<file path="config.mk">
export PLATFORM = sky130hd
export DESIGN_NAME = hazard_ctrl
export DESIGN_NICKNAME = d
export VERILOG_FILES = /design/src/rtl/hazard_ctrl.sv
export SDC_FILE = /design/constraint.sdc
export NUM_CORES = 1
export LEC_CHECK = 0
export ABC_AREA = 1
export CORE_AREA = 4 4 41 43
export CTS_BUF_LIST = sky130_fd_sc_hd__clkbuf_4
export DETAILED_ROUTE_END_ITERATION = 7
export DIE_AREA = 0 0 45 47
export GPL_TIMING_DRIVEN = 0
export PLACE_DENSITY_LB_ADDON = 0.2
export SETUP_SLACK_MARGIN = 0.3
export SLEW_MARGIN = 10
export SYNTH_ARGS = -nofsm -noshare
export SYNTH_HDL_FRONTEND = slang
export SYNTH_SLANG_ARGS = --single-unit
</file>
<file path="constraint.sdc">
create_clock -name clk_i -period 1.2 [get_ports clk_i]
set_clock_uncertainty 0.1 [all_clocks]
set_input_delay 0.3 -clock clk_i [delete_from_list [all_inputs] [get_ports clk_i]]
set_output_delay 0.3 -clock clk_i [all_outputs]
set_load 0.02 [all_outputs]
</file>
<file path="src/rtl/hazard_ctrl.sv">
// Pipeline hazard controller: stall/flush steering, stage valids, hang watchdog.
// Optional performance counters are built when HAZARD_PERF_EN is defined.
module hazard_ctrl #(
  parameter int CNT_WIDTH = 32,
  parameter int MAX_STALL = 4
) (
  input  logic       clk_i,
  input  logic       rst_ni,
  input  logic [1:0] stall_i,
  output logic       pc_en_o,
  output logic       ifid_en_o,
  output logic       idex_en_o,
  output logic       ifid_flush_o,
  output logic       idex_flush_o,
  output logic       exmem_flush_o,
  output logic [3:0] vld_o,
  output logic [1:0] state_o,
  output logic       hang_o
`ifdef HAZARD_PERF_EN
  ,
  output logic [CNT_WIDTH-1:0] stall_cnt_o,
  output logic [CNT_WIDTH-1:0] flush_cnt_o,
  output logic [CNT_WIDTH-1:0] retire_cnt_o
`endif
);

  typedef enum logic [1:0] {
    RUN    = 2'b00,
    DSTALL = 2'b01,
    CFLUSH = 2'b10
  } state_t;

  localparam int RW = $clog2(MAX_STALL + 1);
  localparam logic [RW-1:0] RUN_MAX = RW'(MAX_STALL);

  state_t        state;
  logic          is_data;
  logic          is_ctrl;
  logic [RW-1:0] run_cnt;
  logic [RW-1:0] run_nxt;

  assign state_o = state;

  // Effective hazard: 11 acts as data; a control hazard is a bubble in CFLUSH.
  always_comb begin
    is_data = stall_i[0];
    is_ctrl = (stall_i == 2'b10) && (state != CFLUSH);
  end

  // Stage enables and bubble injection, same-cycle from the hazard.
  always_comb begin
    pc_en_o       = 1'b1;
    ifid_en_o     = 1'b1;
    idex_en_o     = 1'b1;
    ifid_flush_o  = 1'b0;
    idex_flush_o  = 1'b0;
    exmem_flush_o = 1'b0;
    unique case (1'b1)
      is_data: begin
        pc_en_o       = 1'b0;
        ifid_en_o     = 1'b0;
        idex_en_o     = 1'b0;
        exmem_flush_o = 1'b1;
      end
      is_ctrl: begin
        ifid_flush_o = 1'b1;
        idex_flush_o = 1'b1;
      end
      default: ;
    endcase
  end

  // Hazard FSM: next state follows the effective hazard from any state.
  always_ff @(posedge clk_i or negedge rst_ni) begin
    if (!rst_ni) begin
      state <= RUN;
    end else begin
      unique case (1'b1)
        is_data: state <= DSTALL;
        is_ctrl: state <= CFLUSH;
        default: state <= RUN;
      endcase
    end
  end

  // Stage valid bits; a flush beats an enable on the same register.
  always_ff @(posedge clk_i or negedge rst_ni) begin
    if (!rst_ni) begin
      vld_o <= 4'b0000;
    end else begin
      vld_o[0] <= ifid_flush_o ? 1'b0 : (ifid_en_o ? 1'b1 : vld_o[0]);
      vld_o[1] <= idex_flush_o ? 1'b0 : (idex_en_o ? vld_o[0] : vld_o[1]);
      vld_o[2] <= exmem_flush_o ? 1'b0 : vld_o[1];
      vld_o[3] <= vld_o[2];
    end
  end

  // Saturating length of the current data-stall run.
  always_comb begin
    run_nxt = '0;
    if (is_data) begin
      run_nxt = (run_cnt == RUN_MAX) ? run_cnt : run_cnt + 1'b1;
    end
  end

  // Run counter and sticky hang flag.
  always_ff @(posedge clk_i or negedge rst_ni) begin
    if (!rst_ni) begin
      run_cnt <= '0;
      hang_o  <= 1'b0;
    end else begin
      run_cnt <= run_nxt;
      if (is_data && (run_nxt == RUN_MAX)) begin
        hang_o <= 1'b1;
      end
    end
  end

`ifdef HAZARD_PERF_EN
  // Free-running event counters, wrapping at 2^CNT_WIDTH.
  always_ff @(posedge clk_i or negedge rst_ni) begin
    if (!rst_ni) begin
      stall_cnt_o  <= '0;
      flush_cnt_o  <= '0;
      retire_cnt_o <= '0;
    end else begin
      if (is_data) stall_cnt_o <= stall_cnt_o + 1'b1;
      if (is_ctrl) flush_cnt_o <= flush_cnt_o + 1'b1;
      if (vld_o[3]) retire_cnt_o <= retire_cnt_o + 1'b1;
    end
  end
`endif

endmodule

</file>
After elaboration in Yosys (flattened, before gate mapping)
Cells that the tools add are included.
Word-level totals
  register bits: 10
  input port bits: 4
  output and inout bits: 13
  word-level logic and storage cells: 24
Operators by class
  $add $sub $neg: 1
  equality and inequality tests: 5
  mux-type cells: 11
  reductions and logical operators: 2
Operators by type and width (number)
  1-bit two-way mux: 8
  3-bit equality test (second input constant): 2
  3-bit two-way mux: 2
  2-bit case mux with 2 select lines: 1
  3-bit by 1-bit adder with 3-bit output (second input constant): 1
  2-bit equality test (second input constant): 1
  1-bit logical AND: 2
  2-bit by 1-bit != test with 1-bit output (second input constant): 1
  2-bit != test (second input constant): 1

Depth between registers and ports, before layout
  depth in word-level cells: 5
  mapped depth: 7
  depth with buffers taken out: 7

Worst setup path after synthesis
Ideal clock, no wire load.
  path kind: reg2out
  start: register state[1], in the netlist state_o[1]
  end: output port ifid_flush_o
  arrival: 1.160 ns
  setup slack: -0.360 ns
  cell stages (with the launch flop): 5
  cell sequence: dfrtp_1 -> inv_1 -> o21ai_2 -> nor2_1 -> buf_4
On the way
  word-level cells in the longest chain between the ends: 3
Ends and longest elaborated chain
  start, declared: line 36  | state_t state;
  start signal, assigned: line 76  | state <= RUN;
  start signal, assigned: line 79  | is_data: state <= DSTALL;
  start signal, assigned: line 80  | is_ctrl: state <= CFLUSH;
  2-bit != test: line 47  | is_ctrl = (stall_i == 2'b10) && (state != CFLUSH);
  1-bit logical AND: line 47
  1-bit two-way mux
  end, declared: line 13  | output logic ifid_flush_o,
No other way between the ends.

Worst setup path after layout
  start: register state[1], in the netlist state_o[1]
  end: output port ifid_flush_o
On the way
  word-level cells in the longest chain between the ends: 3
Ends and longest elaborated chain
  2-bit != test: line 47
  1-bit logical AND: line 47
  1-bit two-way mux: line 58  | unique case (1'b1)
No other way between the ends.

==> metrics.md <==
| Metric | Value |
|---|---|
| Internal reg-to-reg setup slack | `-0.24 ns` |
| Multiplexer share of the synthesized area | `0` |
| Slew margin rel. | `0.7016` |
| Failing checks | `hold timing, setup timing` |
| Dpl hpwl | `~750 microns` |
| Number of maximum-capacitance violations | `0` |
| Crit end category | `output port` |
| Vias in the first global route | `449` |
| Warnings, synthesis | `0` |
| VDD IR-drop max | `0.9890 mV` |
| Vias per cell | `4.250` |
| Synthesized area | `roughly 460 sq um` |
| Yosys reg bits | `10` |
| Ant. Diodes | `0` |
| Register area share after synthesis | `0.5391` |
| Gpl congestion | `0.6736` |
| Antenna violations before repair | `0` |
| Fmax | `656.5 MHz` |
| Layout cells sized above 1 | `0.7647` |
| Worst Setup Start Kind | `flip-flop` |
| Slew Viols, Final | `0` |
| Full die area | `2115 sq um` |
| Main combinational cell family by area after synthesis | `buffers and inverters` |
| Post-route ant nets | `0` |
| H-tree Lvls | `1` |
| Compound-Gate Fraction of Synth Area | `0.06199` |
| Clock Sinks | `10` |
| Area growth, synth to finish | `101.1%` |
| Core area | `1301 sq um` |
| Total congestion overflow | `0` |
| CTS max path bufs | `2` |
| Via count | `425` |
| Pre-antenna DRT Iters | `3` |
| Die width | `45 microns` |
| Hold Worst Slack | `-0.1487 ns` |
| Post-Synth XOR/XNOR Area | `0` |
| Non-filler cells, final | `100` |
| RSZ-0062 raised after global routing | `true` |
| Cell leakage power | `0.4686 nW` |
| Die height | `47 microns` |
| Worst Reg2Reg Path Length in Cells | `9` |
| Worst-path fanout max | `3` |
| Hold Path Class | `input pin to asynchronous set/reset pin` |
| Row Count | `13` |
| Worst-Skew Late Latency | `0.27 ns` |
| Mapped Avg Cell Area | `9.284 sq um` |
| Initial core utilization | `0.3567` |
| GRT Overall Usage | `0.1346` |
| Final period utilization | `1.269` |
| Tmin final | `1.523 ns` |
| Setup violators final | `9` |
| CTS Hold Buffers Added | `0` |
| Place WS | `-0.9986 ns` |
| Reg2Reg Capture Point | `vld_o[1]$_DFFE_PN0P_` |
| Final WL | `1160 microns` |
| Synth Area in Simple Gates | `0.1590` |
| Root Driver | `clkbuf_4` |
| Power per Cell Area | `1060 nW/um^2` |
| Nets | `slightly above 90` |
| Clock Pin Slew Worst Setup and Hold Paths | `0.07 ns` |
| # port buffers | `16` |
| Adder-cell share of the synthesized area | `0.05391` |
| Slew at the pin closest to its max-slew limit | `0.4469 ns` |
| # DRC | `0` |
| Outcome | `complete, but fails checks` |
| CTS buffer count | `3` |
| Crit path arrival time | `1.12 ns` |
| Setup_tns | `-1.207 ns` |
| CP required | `0.80 ns` |
| Number of DRC markers in iteration 0 | `3` |
| CP Class | `flip-flop to output port` |
| Synth cell types | `15` |
| Inst Count DP | `81` |
| Final WS setup | `-0.3232 ns` |
| I/O pins | `17` |
| Final Hold Fails | `10` |
| First-pass GRT wire length | `1932 microns` |
| Gate Count Post-Synth | `50` |
| Syn_nets | `56` |
| Largest net degree at the start of global routing | `11` |
| CTS tree | `done` |
| Reg2Reg Launch Point | `state_o[1]$_DFF_PN0_` |
| Drt wl/cell | `between 10 and 15 microns` |
| Total power draw | `0.0009895 W` |
[timing repair]
item / in CTS / in global routing
resized for setup: 89 / 12
pin swaps: 6 / 2
setup endpoints to repair: 21 / 22
hold endpoints to repair: 0 / 10
setup buffers: 12 / 3
[stage by stage]
| stage | cell area [sq um] | utilization | hold WS (ns) |
|---|---|---|---|
| floorplan | 534.3 | - | -0.09559 |
| global placement | 713.2 | 0.5481 | 0.2549 |
| detailed placement | 713.2 | 0.5481 | 0.2686 |
| CTS | 893.4 | 0.6865 | 0.2304 |
| global route | 933.4 | 0.7173 | -0.1149 |
| finish | 933.4 | 0.7173 | -0.1487 |
[per-layer routing]
| layer | wire length (microns) | vias to the layer above | share of wire | track usage |
|---|---|---|---|---|
| met1 | 404 | 196 | 0.35 | 0.1445 |
| met2 | 655 | 14 | 0.56 | 0.2401 |
| met5 | 0 | - | 0 | 0 |
| met3 | 100 | 0 | 0.086 | 0.03831 |
| met4 | 0 | 0 | 0 | 0.07018 |
| li1 | - | 215 | - | - |
[cells by family after synthesis]
| kind of cell | Yosys count |
|---|---|
| compound gates | 5 |
| fa+ha+maj | 2 |
| buf+inv | 17 |
| flops | 10 |
| simple gates | 16 |
[cells in the final DEF, fill, tap and decap left out, drive strengths merged]
cell,n
a21oi,1
buf,34
clkbuf,4
clkinv,1
clkinvlp,1
dfrtp,10
dlygate4sd2,1
dlymetal6s2s,1
ha,2
inv,10
nand2,6
nand3,5
nor2,5
o21ai,4
[report_power, final]
part / internal, W / total [W] / switching [W] / leakage (nW)
clock network: 0.000120 / 0.000242 / 0.000122 / 0.0154
logic: 0.000193 / 0.000355 / 0.000162 / 0.333
registers: 0.000366 / 0.000393 / 0.0000270 / 0.120
[state kept, by name, summed over array words and instances (netlist names)]
| register | count |
|---|---|
| hang_o | 1 |
| run_cnt | 3 |
| state_o | 2 |
| vld_o | 4 |
[worst max-delay path, cell delays in order, from the launching register on]
cell     delay, ns
dfrtp_2       0.37
inv_2         0.05
o21ai_4       0.17
nor2_4        0.05
buf_6         0.11
buf_6         0.12
[synth_stat cells (all sizes together)]
cell / n / area share
nor2: 5 / 0.046
nand3: 5 / 0.065
ha: 2 / 0.054
nand2: 6 / 0.049
dfrtp: 10 / 0.54
a21oi: 1 / 0.011
buf: 5 / 0.089
o21ai: 4 / 0.051
clkbuf: 1 / 0.0081
inv: 11 / 0.089
[worst max path at each step]
stage | startpoint | slack (ns) | end
CTS | state_o[0]$_DFF_PN0_ | -0.32 | ifid_flush_o
finish | state_o[1]$_DFF_PN0_ | -0.32 | ifid_flush_o
floorplan | state_o[1]$_DFF_PN0_ | -0.11 | ifid_flush_o
detailed placement | stall_i[0] | -1.0 | ifid_en_o
global placement | stall_i[0] | -1.0 | ifid_en_o
global route | state_o[0]$_DFF_PN0_ | -0.37 | ifid_flush_o
[cell type report]
type	instances	area [sq um]
plain buffers	6	68.82
clock buffers	3	22.52
clock inverters	1	3.754
fillers	97	367.9
inverters	11	45.04
multi-input cells	23	209.0
flip-flops and latches	10	252.7
well taps	15	18.77
repair buffers	31	312.8
No activity file was read; power rests on OpenSTA's default activity.
